--- src/rtl/pll_lock_sequencer.sv ---
// PLL start-up and supervision sequencer for the iCE40 PLL wrapper.
// Holds the system in reset until the PLL has locked and stayed locked,
// restarts the PLL on lock loss and falls back to bypass after repeated failures.
// Runs entirely on the 12 MHz reference clock.
module pll_lock_sequencer #(
    parameter int unsigned RESET_CYCLES   = 16,
    parameter int unsigned LOCK_TIMEOUT   = 12000,
    parameter int unsigned STABLE_CYCLES  = 1200,
    parameter int unsigned MAX_RETRIES    = 3,
    parameter bit          BYPASS_ON_FAIL = 1'b1
) (
    input  logic       clock_in,
    input  logic       reset,
    input  logic       pll_locked,
    input  logic       retry_req,
    output logic       pll_resetb,
    output logic       pll_bypass,
    output logic       sys_reset,
    output logic       ready,
    output logic       fault,
    output logic [1:0] retry_count,
    output logic [7:0] lock_loss_count
);

    localparam int unsigned CNT_MAX_A = (RESET_CYCLES > LOCK_TIMEOUT) ? RESET_CYCLES
                                                                      : LOCK_TIMEOUT;
    localparam int unsigned CNT_MAX   = (CNT_MAX_A > STABLE_CYCLES) ? CNT_MAX_A
                                                                    : STABLE_CYCLES;
    localparam int unsigned CNT_W     = $clog2(CNT_MAX + 1);

    // Terminal counter values: each one forces a state change, so the counter never wraps.
    localparam logic [CNT_W-1:0] RST_LAST    = CNT_W'(RESET_CYCLES - 1);
    localparam logic [CNT_W-1:0] TMO_LAST    = CNT_W'(LOCK_TIMEOUT - 1);
    localparam logic [CNT_W-1:0] STB_LAST    = CNT_W'(STABLE_CYCLES - 1);
    localparam logic [1:0]       RETRY_LIMIT = 2'(MAX_RETRIES);

    typedef enum logic [2:0] {
        StResetPll,
        StWaitLock,
        StStable,
        StRun,
        StFault
    } state_e;

    state_e           state_q, state_d;
    logic [CNT_W-1:0] cnt_q, cnt_d;
    logic [1:0]       retry_q, retry_d;
    logic [1:0]       retry_inc;
    logic [7:0]       loss_q, loss_d;
    logic             fail;

    logic sync1_q, locked_s_q;

    logic pll_resetb_q, pll_resetb_d;
    logic pll_bypass_q, pll_bypass_d;
    logic sys_reset_q, sys_reset_d;
    logic ready_q, ready_d;
    logic fault_q, fault_d;

    // Two-flop synchroniser for the asynchronous PLL lock pin.
    always_ff @(posedge clock_in) begin
        if (reset) begin
            sync1_q    <= 1'b0;
            locked_s_q <= 1'b0;
        end else begin
            sync1_q    <= pll_locked;
            locked_s_q <= sync1_q;
        end
    end

    assign retry_inc = retry_q + 2'd1;

    // Next-state, counter and registered-output decode.
    always_comb begin
        state_d = state_q;
        cnt_d   = '0;
        retry_d = retry_q;
        loss_d  = loss_q;
        fail    = 1'b0;

        case (state_q)
            StResetPll: begin
                if (cnt_q == RST_LAST) state_d = StWaitLock;
            end
            StWaitLock: begin
                if (locked_s_q)             state_d = StStable;
                else if (cnt_q == TMO_LAST) fail    = 1'b1;
            end
            StStable: begin
                if (!locked_s_q)            fail    = 1'b1;
                else if (cnt_q == STB_LAST) state_d = StRun;
            end
            StRun: begin
                // Lock loss takes priority so a simultaneous retry_req still gets counted.
                if (!locked_s_q) begin
                    state_d = StResetPll;
                    if (loss_q != 8'hff) loss_d = loss_q + 8'd1;
                end else if (retry_req) begin
                    state_d = StResetPll;
                end
            end
            StFault: begin
                if (retry_req) begin
                    state_d = StResetPll;
                    retry_d = 2'd0;
                end
            end
            default: state_d = StResetPll;
        endcase

        if (fail) begin
            retry_d = retry_inc;
            state_d = (retry_inc >= RETRY_LIMIT) ? StFault : StResetPll;
        end

        // A successful lock sequence forgets earlier failures.
        if (state_d == StRun) retry_d = 2'd0;

        // Shared counter: cleared on every state change, idle outside the timed states.
        if (state_d == state_q && state_q inside {StResetPll, StWaitLock, StStable}) begin
            cnt_d = cnt_q + CNT_W'(1);
        end

        // Outputs are decoded from the next state so they change together with it.
        pll_resetb_d = state_d inside {StWaitLock, StStable, StRun};
        pll_bypass_d = (state_d == StFault) && BYPASS_ON_FAIL;
        sys_reset_d  = !((state_d == StRun) || pll_bypass_d);
        ready_d      = (state_d == StRun);
        fault_d      = (state_d == StFault);
    end

    // State, counters and output registers.
    always_ff @(posedge clock_in) begin
        if (reset) begin
            state_q      <= StResetPll;
            cnt_q        <= '0;
            retry_q      <= 2'd0;
            loss_q       <= 8'd0;
            pll_resetb_q <= 1'b0;
            pll_bypass_q <= 1'b0;
            sys_reset_q  <= 1'b1;
            ready_q      <= 1'b0;
            fault_q      <= 1'b0;
        end else begin
            state_q      <= state_d;
            cnt_q        <= cnt_d;
            retry_q      <= retry_d;
            loss_q       <= loss_d;
            pll_resetb_q <= pll_resetb_d;
            pll_bypass_q <= pll_bypass_d;
            sys_reset_q  <= sys_reset_d;
            ready_q      <= ready_d;
            fault_q      <= fault_d;
        end
    end

    assign pll_resetb      = pll_resetb_q;
    assign pll_bypass      = pll_bypass_q;
    assign sys_reset       = sys_reset_q;
    assign ready           = ready_q;
    assign fault           = fault_q;
    assign retry_count     = retry_q;
    assign lock_loss_count = loss_q;

endmodule

--- config.mk ---
export PLATFORM = sky130hd
export DESIGN_NAME = pll_lock_sequencer
export DESIGN_NICKNAME = d
export VERILOG_FILES = /design/src/rtl/pll_lock_sequencer.sv
export SDC_FILE = /design/constraint.sdc
export NUM_CORES = 1
export LEC_CHECK = 0
export ABC_AREA = 1
export CAP_MARGIN = 20
export CORE_UTILIZATION = 54
export DETAILED_ROUTE_END_ITERATION = 10
export GPL_TIMING_DRIVEN = 0
export HOLD_SLACK_MARGIN = 0.15
export PLACE_DENSITY_LB_ADDON = 0.1
export SETUP_SLACK_MARGIN = 0.5
export SKIP_CTS_REPAIR_TIMING = 1
export SYNTH_ARGS = -nofsm -noshare
export SYNTH_HDL_FRONTEND = slang
export SYNTH_SLANG_ARGS = --single-unit
--- constraint.sdc ---
create_clock -name clock_in -period 1.75 [get_ports clock_in]
set_input_delay 0.175 -clock clock_in [delete_from_list [all_inputs] [get_ports clock_in]]
set_output_delay 0.175 -clock clock_in [all_outputs]
set_load 0.005 [all_outputs]
==> results of run 1 <==
[synthesized netlist by cell type]
| cell type | count | area (um^2) |
|---|---|---|
| nand2_2 | 4 | 25.0 |
| and3_1 | 1 | 6.26 |
| nor3_1 | 6 | 30.0 |
| nor2_2 | 11 | 68.8 |
| xor2_1 | 9 | 78.8 |
| nand3_1 | 16 | 80.1 |
| nor3_2 | 1 | 10.0 |
| nor4_2 | 1 | 12.5 |
| buf_4 | 1 | 7.51 |
| a31oi_2 | 1 | 12.5 |
| xnor2_1 | 5 | 43.8 |
| nand2_1 | 39 | 146 |
| a21oi_1 | 12 | 60.1 |
| nor4_1 | 2 | 12.5 |
| ha_1 | 3 | 37.5 |
| nand4_4 | 1 | 21.3 |
| nor2_1 | 32 | 120 |
| or2_2 | 1 | 6.26 |
| dfxtp_1 | 33 | 661 |
| nand3_2 | 2 | 20.0 |
| inv_2 | 3 | 11.3 |
| inv_1 | 27 | 101 |
| buf_6 | 1 | 11.3 |
| nand3b_1 | 1 | 7.51 |
| nand4_1 | 1 | 6.26 |
| clkbuf_1 | 1 | 3.75 |
| o21bai_1 | 1 | 7.51 |
| o21ai_0 | 2 | 10.0 |
[kinds of logic (layout without fill, tap and decap cells)]
logic type               count (synthesis)  after routing  share of synthesized area (%)
AND/OR/NAND/NOR                        119            119                           35.4
adder cells (fa/ha/maj)                  3              3                           2.32
AO/OA/AOI/OAI                           16             16                           5.56
XOR/XNOR                                14             14                           7.57
flip-flops                              33             33                           40.8
buffers and inverters                   33             75                           8.35
[layer usage]
metal | routed length, um | share of wire, % | vias up
met5 | 0 | 0 | -
met4 | 88 | 2.3 | 0
met3 | 206 | 5.4 | 9
met2 | 1930 | 51 | 43
met1 | 1580 | 42 | 691
li1 | - | - | 769
[worst max-delay path, stage by stage, from the launching register on]
cell and delay (ps):
dfxtp_1 350, inv_2 110, nand3_2 140, nor2_1 130, nand3_1 100, nand2_2 110, nand3b_1 120, nand2_2 140
nand4_4 200, clkbuf_16 230, nor2_2 60
[through the flow]
step | cell area (um^2) | setup TNS, ps | util [%]
4_1_cts | 1970 | 0 | 70.3
6_report | 2300 | 0 | 82.1
5_1_grt | 2300 | -784 | 82.1
3_5_place_dp | 1910 | -117 | 68.2
2_1_floorplan | 1700 | 0 | -
3_3_place_gp | 1910 | 0 | 68.2
[where the power goes]
group	switching [mW]	leakage, nW	internal [mW]
sequential	0.00867	0.279	0.748
clock	0.263	0.0326	0.198
combinational	0.0348	0.845	0.0322
total	0.306	1.16	0.978
[worst max path at each step]
stage | start | endpoint | slack, ps | cells after the start
floorplan | cnt_q[1]$_SDFF_PP0_ | cnt_q[5]$_SDFF_PP0_ | 280 | 12
global placement | retry_req | cnt_q[3]$_SDFF_PP0_ | 20 | 9
detailed placement | retry_req | cnt_q[12]$_SDFF_PP0_ | -30 | 9
CTS | cnt_q[0]$_SDFF_PP0_ | cnt_q[12]$_SDFF_PP0_ | 50 | 12
global route | state_q[2]$_SDFF_PP0_ | cnt_q[6]$_SDFF_PP0_ | -80 | 10
finish | state_q[2]$_SDFF_PP0_ | cnt_q[3]$_SDFF_PP0_ | 20 | 10
[cell usage in the layout (no fill, tap or decap), types with 5 or more instances in the layout]
cell            netlist  final
nand2_1              39     30
nor2_1               32     26
inv_1                27     25
buf_4                 1     15
dlymetal6s2s_1        0     15
nor2_2               11     13
dfxtp_1              33     13
dfxtp_2               0     12
nand3_1              16     11
nand2_2               4     10
xor2_1                9      9
dfxtp_4               0      8
a21oi_1              12      7
nand3_2               2      6
nor3_1                6      5
a21oi_2               0      5
xnor2_1               5      5
clkbuf_4              0      5
[registers in the layout, indices dropped and copies added, names as in the netlist]
register	cells
cnt_q	14
fault	1
lock_loss_count	8
locked_s_q	1
pll_resetb	1
ready	1
retry_count	2
state_q	3
sync1_q	1
sys_reset	1
[final cells by class]
| cell class | instances | area (um^2) |
|---|---|---|
| Buffer | 3 | 31.3 |
| Clock buffer | 8 | 58.8 |
| Fill cell | 171 | 502 |
| Inverter | 30 | 118 |
| Multi-Input combinational cell | 152 | 992 |
| Sequential cell | 33 | 706 |
| Tap cell | 31 | 38.8 |
| Timing Repair Buffer | 34 | 359 |
==> out/qor.yml, run 1 <==
critical_path:
  r2r_start: "state_q[2]$_SDFF_PP0_"
  critPathLaunchType: "register"
  r2r_end: "cnt_q[3]$_SDFF_PP0_"
  path_class: "reg -> reg"
  crit_path_end_kind: "register"
  required_ps: 2040
  arrival_ps: 2020
  ff2ff_path_depth: 10
  crit_fanout: 6
  r2r_slack_ps: 20
global_routing:
  grt_max_degree: 11
  grt_antenna_before_repair: 0
  grt_pass1_vias: 1340
  grtUsageTotal_pct: 22.9
  grt_use_met2_pct: 37.9
  overflow: 0
  grt_util_met1_pct: 26.5
  grt_busiest_layer: "met2"
  grtUsageMet3_pct: 8.29
  grt_pass1_wl_um: 5640
synthesis:
  yosys_warnings: 0
  postSynthCellCount: 218
  syn_area_um2: 1620
  syn_avg_cell_area_um2: 7.43
  synth_seq_cells: 33
  synthDistinctLibCells: 28
  synth_seq_area_share_pct: 40.8
  syn_nets: 225
drt:
  wl_per_cell_um: 13.1
  first_pass_iters: 7
  drtIter0Drc: 55
  wl_um: 3810
  vias_per_cell: 5.20
  vias: 1512
  ant_nets: 0
  drc: 4
power:
  p_per_area_nw_per_um2: 558
  p_leak_nw: 1.16
  vdd_drop_max_mv: 0.650
  power.total_mw: 1.28
die:
  die_w_um: 56.8
  dieArea_um2: 3220
  ios: 19
  core_area_um2: 2810
  die_h_um: 56.8
  core.rowCount: 19
  start_util_pct: 57.7
timing:
  setup_viol: 0
  worstMarginPinSlew_ps: 641
  hold_ws_ps: 338
  fmax_mhz: 578
  clock-skew-final_ps: 10.8
  final.period_utilization_pct: 98.9
  hold_violations: 0
  maxSlewHeadroom_pct: 57.3
  maxSlewViolCount: 0
  fin_crit_ps: 1730
  worst_slack_ps: 19.3
  rsz0062_at_grt: "yes"
final_layout:
  area_growth_pct: 42.3
  diodes: 0
  nNetsFinal: 266
  drive_gt1_share_pct: 38.1
  final_cells: 291
place:
  gp_congestion: 0.861
  hpwlAfterDp_um: 2470
  place_inst: 267
  pre_cts_ws_ps: -33.4
  portBuffers: 18
clock_tree:
  clock_sink_count: 33
  path_clk_slew_ps: 100
  cts_tree: "done"
  numCtsBuffers: 5
  cts_buffer_depth: 2
  cts-root-buf: "clkbuf_4"
  clk_latency_ps: 350
  htree_levels: 2
status:
  violations: "design-rule violations"
  status: "complete, but fails checks"
hold_path:
  hold_path.class: "in -> reg"
  hold_end: "sync1_q$_SDFF_PP0_"
  hold_start: "pll_locked"
  min_path_cells: 3
run:
  cap_violations: 0
No activity file was read; power rests on OpenSTA's default activity.
==> run 2: changes to the inputs <==
--- a/config.mk
+++ b/config.mk
@@ -11,7 +11,7 @@
 export DETAILED_ROUTE_END_ITERATION = 10
 export GPL_TIMING_DRIVEN = 0
 export HOLD_SLACK_MARGIN = 0.15
-export PLACE_DENSITY_LB_ADDON = 0.1
+export PLACE_DENSITY = 0.82
 export SETUP_SLACK_MARGIN = 0.5
 export SKIP_CTS_REPAIR_TIMING = 1
 export SYNTH_ARGS = -nofsm -noshare
==> out/qor.yml, run 2 (synthesis results as in run 1) <==
timing:
  setup_viol: 13  # +13
  worst_slack_ps: -36.6  # -55.9 ps
  final.period_utilization_pct: 102  # +3.2 points
  rsz0062_at_grt: "yes"
  fmax_mhz: 560  # -3.1%
  maxSlewViolCount: 0  # unchanged
  maxSlewHeadroom_pct: 53.0  # -4.2 points
  hold_violations: 0  # unchanged
  clock-skew-final_ps: 7.90  # -2.86 ps
  worstMarginPinSlew_ps: 704  # +63.5 ps
  fin_crit_ps: 1790  # +55.9 ps
drt:
  ant_nets: 0  # unchanged
  wl_per_cell_um: 16.1  # +23%
  wl_um: 4730  # +24%
  drtIter0Drc: 138  # +150%
  vias_per_cell: 5.59  # +7.6%
  drc: 0  # -4
  vias: 1638  # +8.3%
  first_pass_iters: 4  # -3
final_layout:
  area_growth_pct: 51.9
  final_cell_mix: "28 x nand2_1, 24 x inv_1, 23 x nor2_1"
  final_util_pct: 87.7  # +5.6 points
  regMostFlops: "cnt_q"
  nNetsFinal: 268  # +0.75%
  drive_gt1_share_pct: 45.0  # +7.0 points
  final_cells: 293  # +0.69%
  final_common_cell: "nand2_1"
  largest_register_ffs: 14  # unchanged
  diodes: 0  # unchanged
  n_fill_cell: 137  # -20%
hold_path:
  hold_start: "pll_locked"
  hold_end: "sync1_q$_SDFF_PP0_"
  hold_path.class: "in -> reg"
  min_path_cells: 3  # unchanged
run:
  cap_violations: 0  # unchanged
place:
  pre_cts_ws_ps: -44.2  # -10.7 ps
  portBuffers: 18  # unchanged
  gp_congestion: 0.839  # -2.6%
  place_inst: 267  # unchanged
  hpwlAfterDp_um: 2280  # -7.7%
power:
  vdd_drop_max_mv: 0.549  # -16%
  p_leak_nw: 1.23  # +6.2%
  p_per_area_nw_per_um2: 525  # -5.9%
  power.total_mw: 1.29  # +0.48%
clock_tree:
  htree_levels: 2  # unchanged
  numCtsBuffers: 5  # unchanged
  path_clk_slew_ps: 100  # about the same
  clk_latency_ps: 350  # about the same
  clock_sink_count: 33  # unchanged
  cts-root-buf: "clkbuf_4"
  cts_tree: "done"
  cts_buffer_depth: 2  # unchanged
global_routing:
  grt_pass1_vias: 1267  # -5.4%
  grt_pass1_wl_um: 5330  # -5.6%
  grt_antenna_before_repair: 0  # unchanged
  overflow: 0  # unchanged
  grt_max_degree: 11  # unchanged
  grtUsageTotal_pct: 21.5  # -1.4 points
die:
  die_h_um: 56.8  # unchanged
  die_w_um: 56.8  # unchanged
  core_area_um2: 2810  # unchanged
  dieArea_um2: 3220  # unchanged
  start_util_pct: 57.7  # unchanged
  ios: 19  # unchanged
  core.rowCount: 19  # unchanged
critical_path:
  r2r_slack_ps: -40  # -60 ps
  arrival_ps: 2080  # +60 ps
  r2r_end: "cnt_q[8]$_SDFF_PP0_"
  critPathLaunchType: "register"
  crit_start: "cnt_q[6]$_SDFF_PP0_"
  crit_path_end_kind: "register"
  path_class: "reg -> reg"
  r2r_start: "cnt_q[6]$_SDFF_PP0_"
  ff2ff_path_depth: 11  # +1
  required_ps: 2040  # about the same
  crit_fanout: 5  # -1
status:
  violations: "negative setup slack"
  status: "complete, but fails checks"
## run 2: worst max path at each step
stage / end / slack [ps]
CTS: cnt_q[3]$_SDFF_PP0_ / 40
detailed placement: cnt_q[3]$_SDFF_PP0_ / -40
global placement: cnt_q[3]$_SDFF_PP0_ / -20
global route: cnt_q[8]$_SDFF_PP0_ / -90
finish: cnt_q[8]$_SDFF_PP0_ / -40
floorplan: cnt_q[5]$_SDFF_PP0_ / 280
## run 2: worst max-delay path, cell delays in order (launching register included)
cell and delay [ps]:
dfxtp_2 390, nand2_1 100, inv_1 100, nand2_1 60, nor2_1 110, nand3_1 160
nand2_2 130, nand3b_1 90, nand2_2 120, nand4_4 180, clkbuf_16 210, nor2_2 70
## run 2: through the flow
stage                     hold WS (ps)  area [um^2]  TNS [ps]
after floorplan                    282         1700         0
after global placement             396         1910      -174
after detailed placement           395         1910      -323
after CTS                          337         1970         0
after global routing               371         2460     -1080
final                              348         2460      -261
## run 2: power breakdown
group	leakage, nW	internal, mW	switching (mW)
Clock	0.0326	0.198	0.269
Combinational	0.914	0.0345	0.0397
Sequential	0.282	0.740	0.00893
## run 2: per-layer routing
metal  vias to the layer above  global-route usage [%]  share of wire (%)
li1                        777                       -                  -
met1                       763                    25.9                 40
met2                        76                    35.9                 50
met3                        22                    6.91                6.2
met4                         0                    8.01                4.2
met5                         -                       0                  0
## run 2: final cells by class
| class | instances | area, um^2 | share of cell area (%) |
|---|---|---|---|
| Inverter | 30 | 120 | 4.88 |
| Multi-Input combinational cell | 152 | 1110 | 45.2 |
| Buffer | 3 | 31.3 | 1.27 |
| Sequential cell | 33 | 721 | 29.3 |
| Tap cell | 31 | 38.8 | 1.58 |
| Timing Repair Buffer | 36 | 378 | 15.4 |
| Clock buffer | 8 | 58.8 | 2.39 |
==> run 3: changes to the inputs <==
--- a/config.mk
+++ b/config.mk
@@ -7,7 +7,9 @@
 export LEC_CHECK = 0
 export ABC_AREA = 1
 export CAP_MARGIN = 20
+export CORE_MARGIN = 4
 export CORE_UTILIZATION = 54
+export CTS_BUF_LIST = sky130_fd_sc_hd__clkbuf_4 sky130_fd_sc_hd__clkbuf_8 sky130_fd_sc_hd__clkbuf_16
 export DETAILED_ROUTE_END_ITERATION = 10
 export GPL_TIMING_DRIVEN = 0
 export HOLD_SLACK_MARGIN = 0.15
==> out/qor.yml, run 3 (synthesis results as in run 1) <==
power:
  power.total_mw: 1.24  # -3.8%
  vdd_drop_max_mv: 0.657  # +20%
  switchingPower_uw: 298  # -6.2%
  p_int_uw: 943  # -3.1%
  p_per_area_nw_per_um2: 543  # +3.5%
  power.share.clock_pct: 33.5  # -2.7 points
  switching_share_pct: 24.0  # -0.61 points
  p_comb_share_pct: 5.8  # about the same
  pwr-share-seq_pct: 60.7  # +2.7 points
  p_leak_nw: 1.11  # -9.8%
timing:
  hold_ws_ps: 384  # +35.2 ps
  maxSlewHeadroom_pct: 66.0  # +13 points
  fmax_mhz: 581  # +3.8%
  worstMarginPinSlew_ps: 510  # -195 ps
  hold_violations: 0  # unchanged
  final.period_utilization_pct: 98.4  # -3.7 points
  rsz0062_at_grt: "yes"
  maxSlewViolCount: 0  # unchanged
  finalSetupTns_ps: 0  # +261 ps
  fin_crit_ps: 1720  # -65.0 ps
  setup_viol: 0  # -13
  worst_slack_ps: 28.4  # +65.0 ps
  clock-skew-final_ps: 9.53  # +1.63 ps
critical_path:
  path_cells: "ha_4 -> nand3_4 -> nor2_2 -> nand3_1 -> nand2_1 -> nand2_2 -> nand2_2 -> nand2_2 -> nand2_2 -> nand4_4 -> clkbuf_16 -> nor2_2"
  ff2ff_path_depth: 12  # +1
  r2r_slack_ps: 30  # +70 ps
  arrival_ps: 1990  # -90 ps
  r2r_end: "cnt_q[11]$_SDFF_PP0_"
  crit_fanout: 5  # unchanged
  required_ps: 2020  # -20 ps
  path_buf_inv: 1  # -1
  path_class: "reg -> reg"
  max_stage_delay_ps: 380  # about the same
  cpLargestDelayFamily: "simple AND/OR/NAND/NOR gates"
  critPathLaunchType: "register"
  cp_common_cell: "nand2_2"
  crit_slowest_cell: "dfxtp_4"
  r2r_start: "cnt_q[0]$_SDFF_PP0_"
  crit_path_end_kind: "register"
die:
  start_util_pct: 57.7  # unchanged
  dieArea_um2: 3940  # +22%
  die_w_um: 62.8  # +11%
  ios: 19  # unchanged
  core_area_um2: 2810  # unchanged
  die_h_um: 62.8  # +11%
  core.rowCount: 19  # unchanged
clock_tree:
  cts-root-buf: "clkbuf_4"
  cts_tree: "done"
  htree_levels: 2  # unchanged
  path_clk_slew_ps: 100  # about the same
  cts_buffer_depth: 2  # unchanged
  numCtsBuffers: 5  # unchanged
  clock_sink_count: 33  # unchanged
  clk_latency_ps: 330  # -20 ps
place:
  pre_cts_ws_ps: -18.9  # +25.3 ps
  hpwlAfterDp_um: 2430  # +6.7%
  gp_congestion: 0.857  # +2.2%
  portBuffers: 18  # unchanged
drt:
  vias: 1502  # -8.3%
  ant_nets: 0  # unchanged
  drtIter0Drc: 71  # -49%
  first_pass_iters: 4  # unchanged
  wl_um: 3980  # -16%
  vias_per_cell: 5.31  # -5.1%
  wl_per_cell_um: 14.1  # -13%
  drc: 0  # unchanged
final_layout:
  largest_register_ffs: 14  # unchanged
  drive_gt1_share_pct: 38.5  # -6.5 points
  regMostFlops: "cnt_q"
  area_growth_pct: 41.1
  diodes: 0  # unchanged
  nNetsFinal: 259  # -3.4%
  final_common_cell: "nand2_1"
  final_cell_mix: "32 x nand2_1, 25 x inv_1, 24 x nor2_1"
  n_fill_cell: 149  # +8.8%
global_routing:
  grt_antenna_before_repair: 0  # unchanged
  grtUsageTotal_pct: 18.2  # -3.4 points
  grt_pass1_wl_um: 5800  # +8.8%
  overflow: 0  # unchanged
  grt_pass1_vias: 1409  # +11%
  grt_max_degree: 11  # unchanged
hold_path:
  min_path_cells: 3  # unchanged
  hold_end: "sync1_q$_SDFF_PP0_"
  hold_path.class: "in -> reg"
  hold_start: "pll_locked"
run:
  cap_violations: 0  # unchanged
status:
  status: "finished, final reports clean"
## run 3: cell count changes in the layout (fill, tap and decap cells not counted), sizes merged
cell and delta:
buf -9, clkinv +1, clkbuf -2
## run 3: power groups by stage
| stage | Combinational [mW] | Sequential (mW) | Clock, mW |
|---|---|---|---|
| finish | 0.0724 | 0.753 | 0.416 |
| global route | 0.0790 | 0.754 | 0.463 |
| CTS | 0.0517 | 0.767 | 0.420 |
| detailed placement | 0.0514 | 0.784 | 0 |
| global placement | 0.0490 | 0.784 | 0 |
| floorplan | 0.0357 | 0.783 | 0 |
## run 3: worst max path at each step
stage	startpoint	to	slack, ps	depth (start not counted)
after CTS	cnt_q[0]$_SDFF_PP0_	cnt_q[12]$_SDFF_PP0_	30	10
after global placement	retry_req	cnt_q[3]$_SDFF_PP0_	-20	9
after floorplan	cnt_q[1]$_SDFF_PP0_	cnt_q[5]$_SDFF_PP0_	280	12
final	cnt_q[0]$_SDFF_PP0_	cnt_q[11]$_SDFF_PP0_	30	12
after detailed placement	retry_req	cnt_q[5]$_SDFF_PP0_	-20	9
after global routing	cnt_q[8]$_SDFF_PP0_	cnt_q[11]$_SDFF_PP0_	-70	12
## run 3: final cells by class
type	count	area (um^2)	area share, %
inverters	30	120	5.26
plain buffers	3	31.3	1.37
clock inverters	1	5.00	0.219
repair buffers	27	307	13.4
multi-input cells	152	1020	44.9
flip-flops and latches	33	713	31.2
clock buffers	6	45.0	1.97
well taps	31	38.8	1.70
## run 3: worst min-delay path, stage by stage
cell	delay, ps
clkdlybuf4s50_1	410
inv_1	60
nor2_1	40
## run 3: per-layer routing
metal / wire (um) / GRT usage, % / vias to the layer above
met3: 168 / 4.32 / 13
li1: - / - / 752
met1: 1720 / 22.2 / 700
met4: 115 / 8.54 / 0
met5: 0 / 0 / -
met2: 1980 / 30.0 / 37
## run 3: per-stage QoR
step	instance area, um^2	utilization, %	cells
floorplan	1700	-	218
global placement	1910	68.2	267
detailed placement	1910	68.2	267
CTS	1960	70.0	274
global route	2280	81.4	283
finish	2280	81.4	283
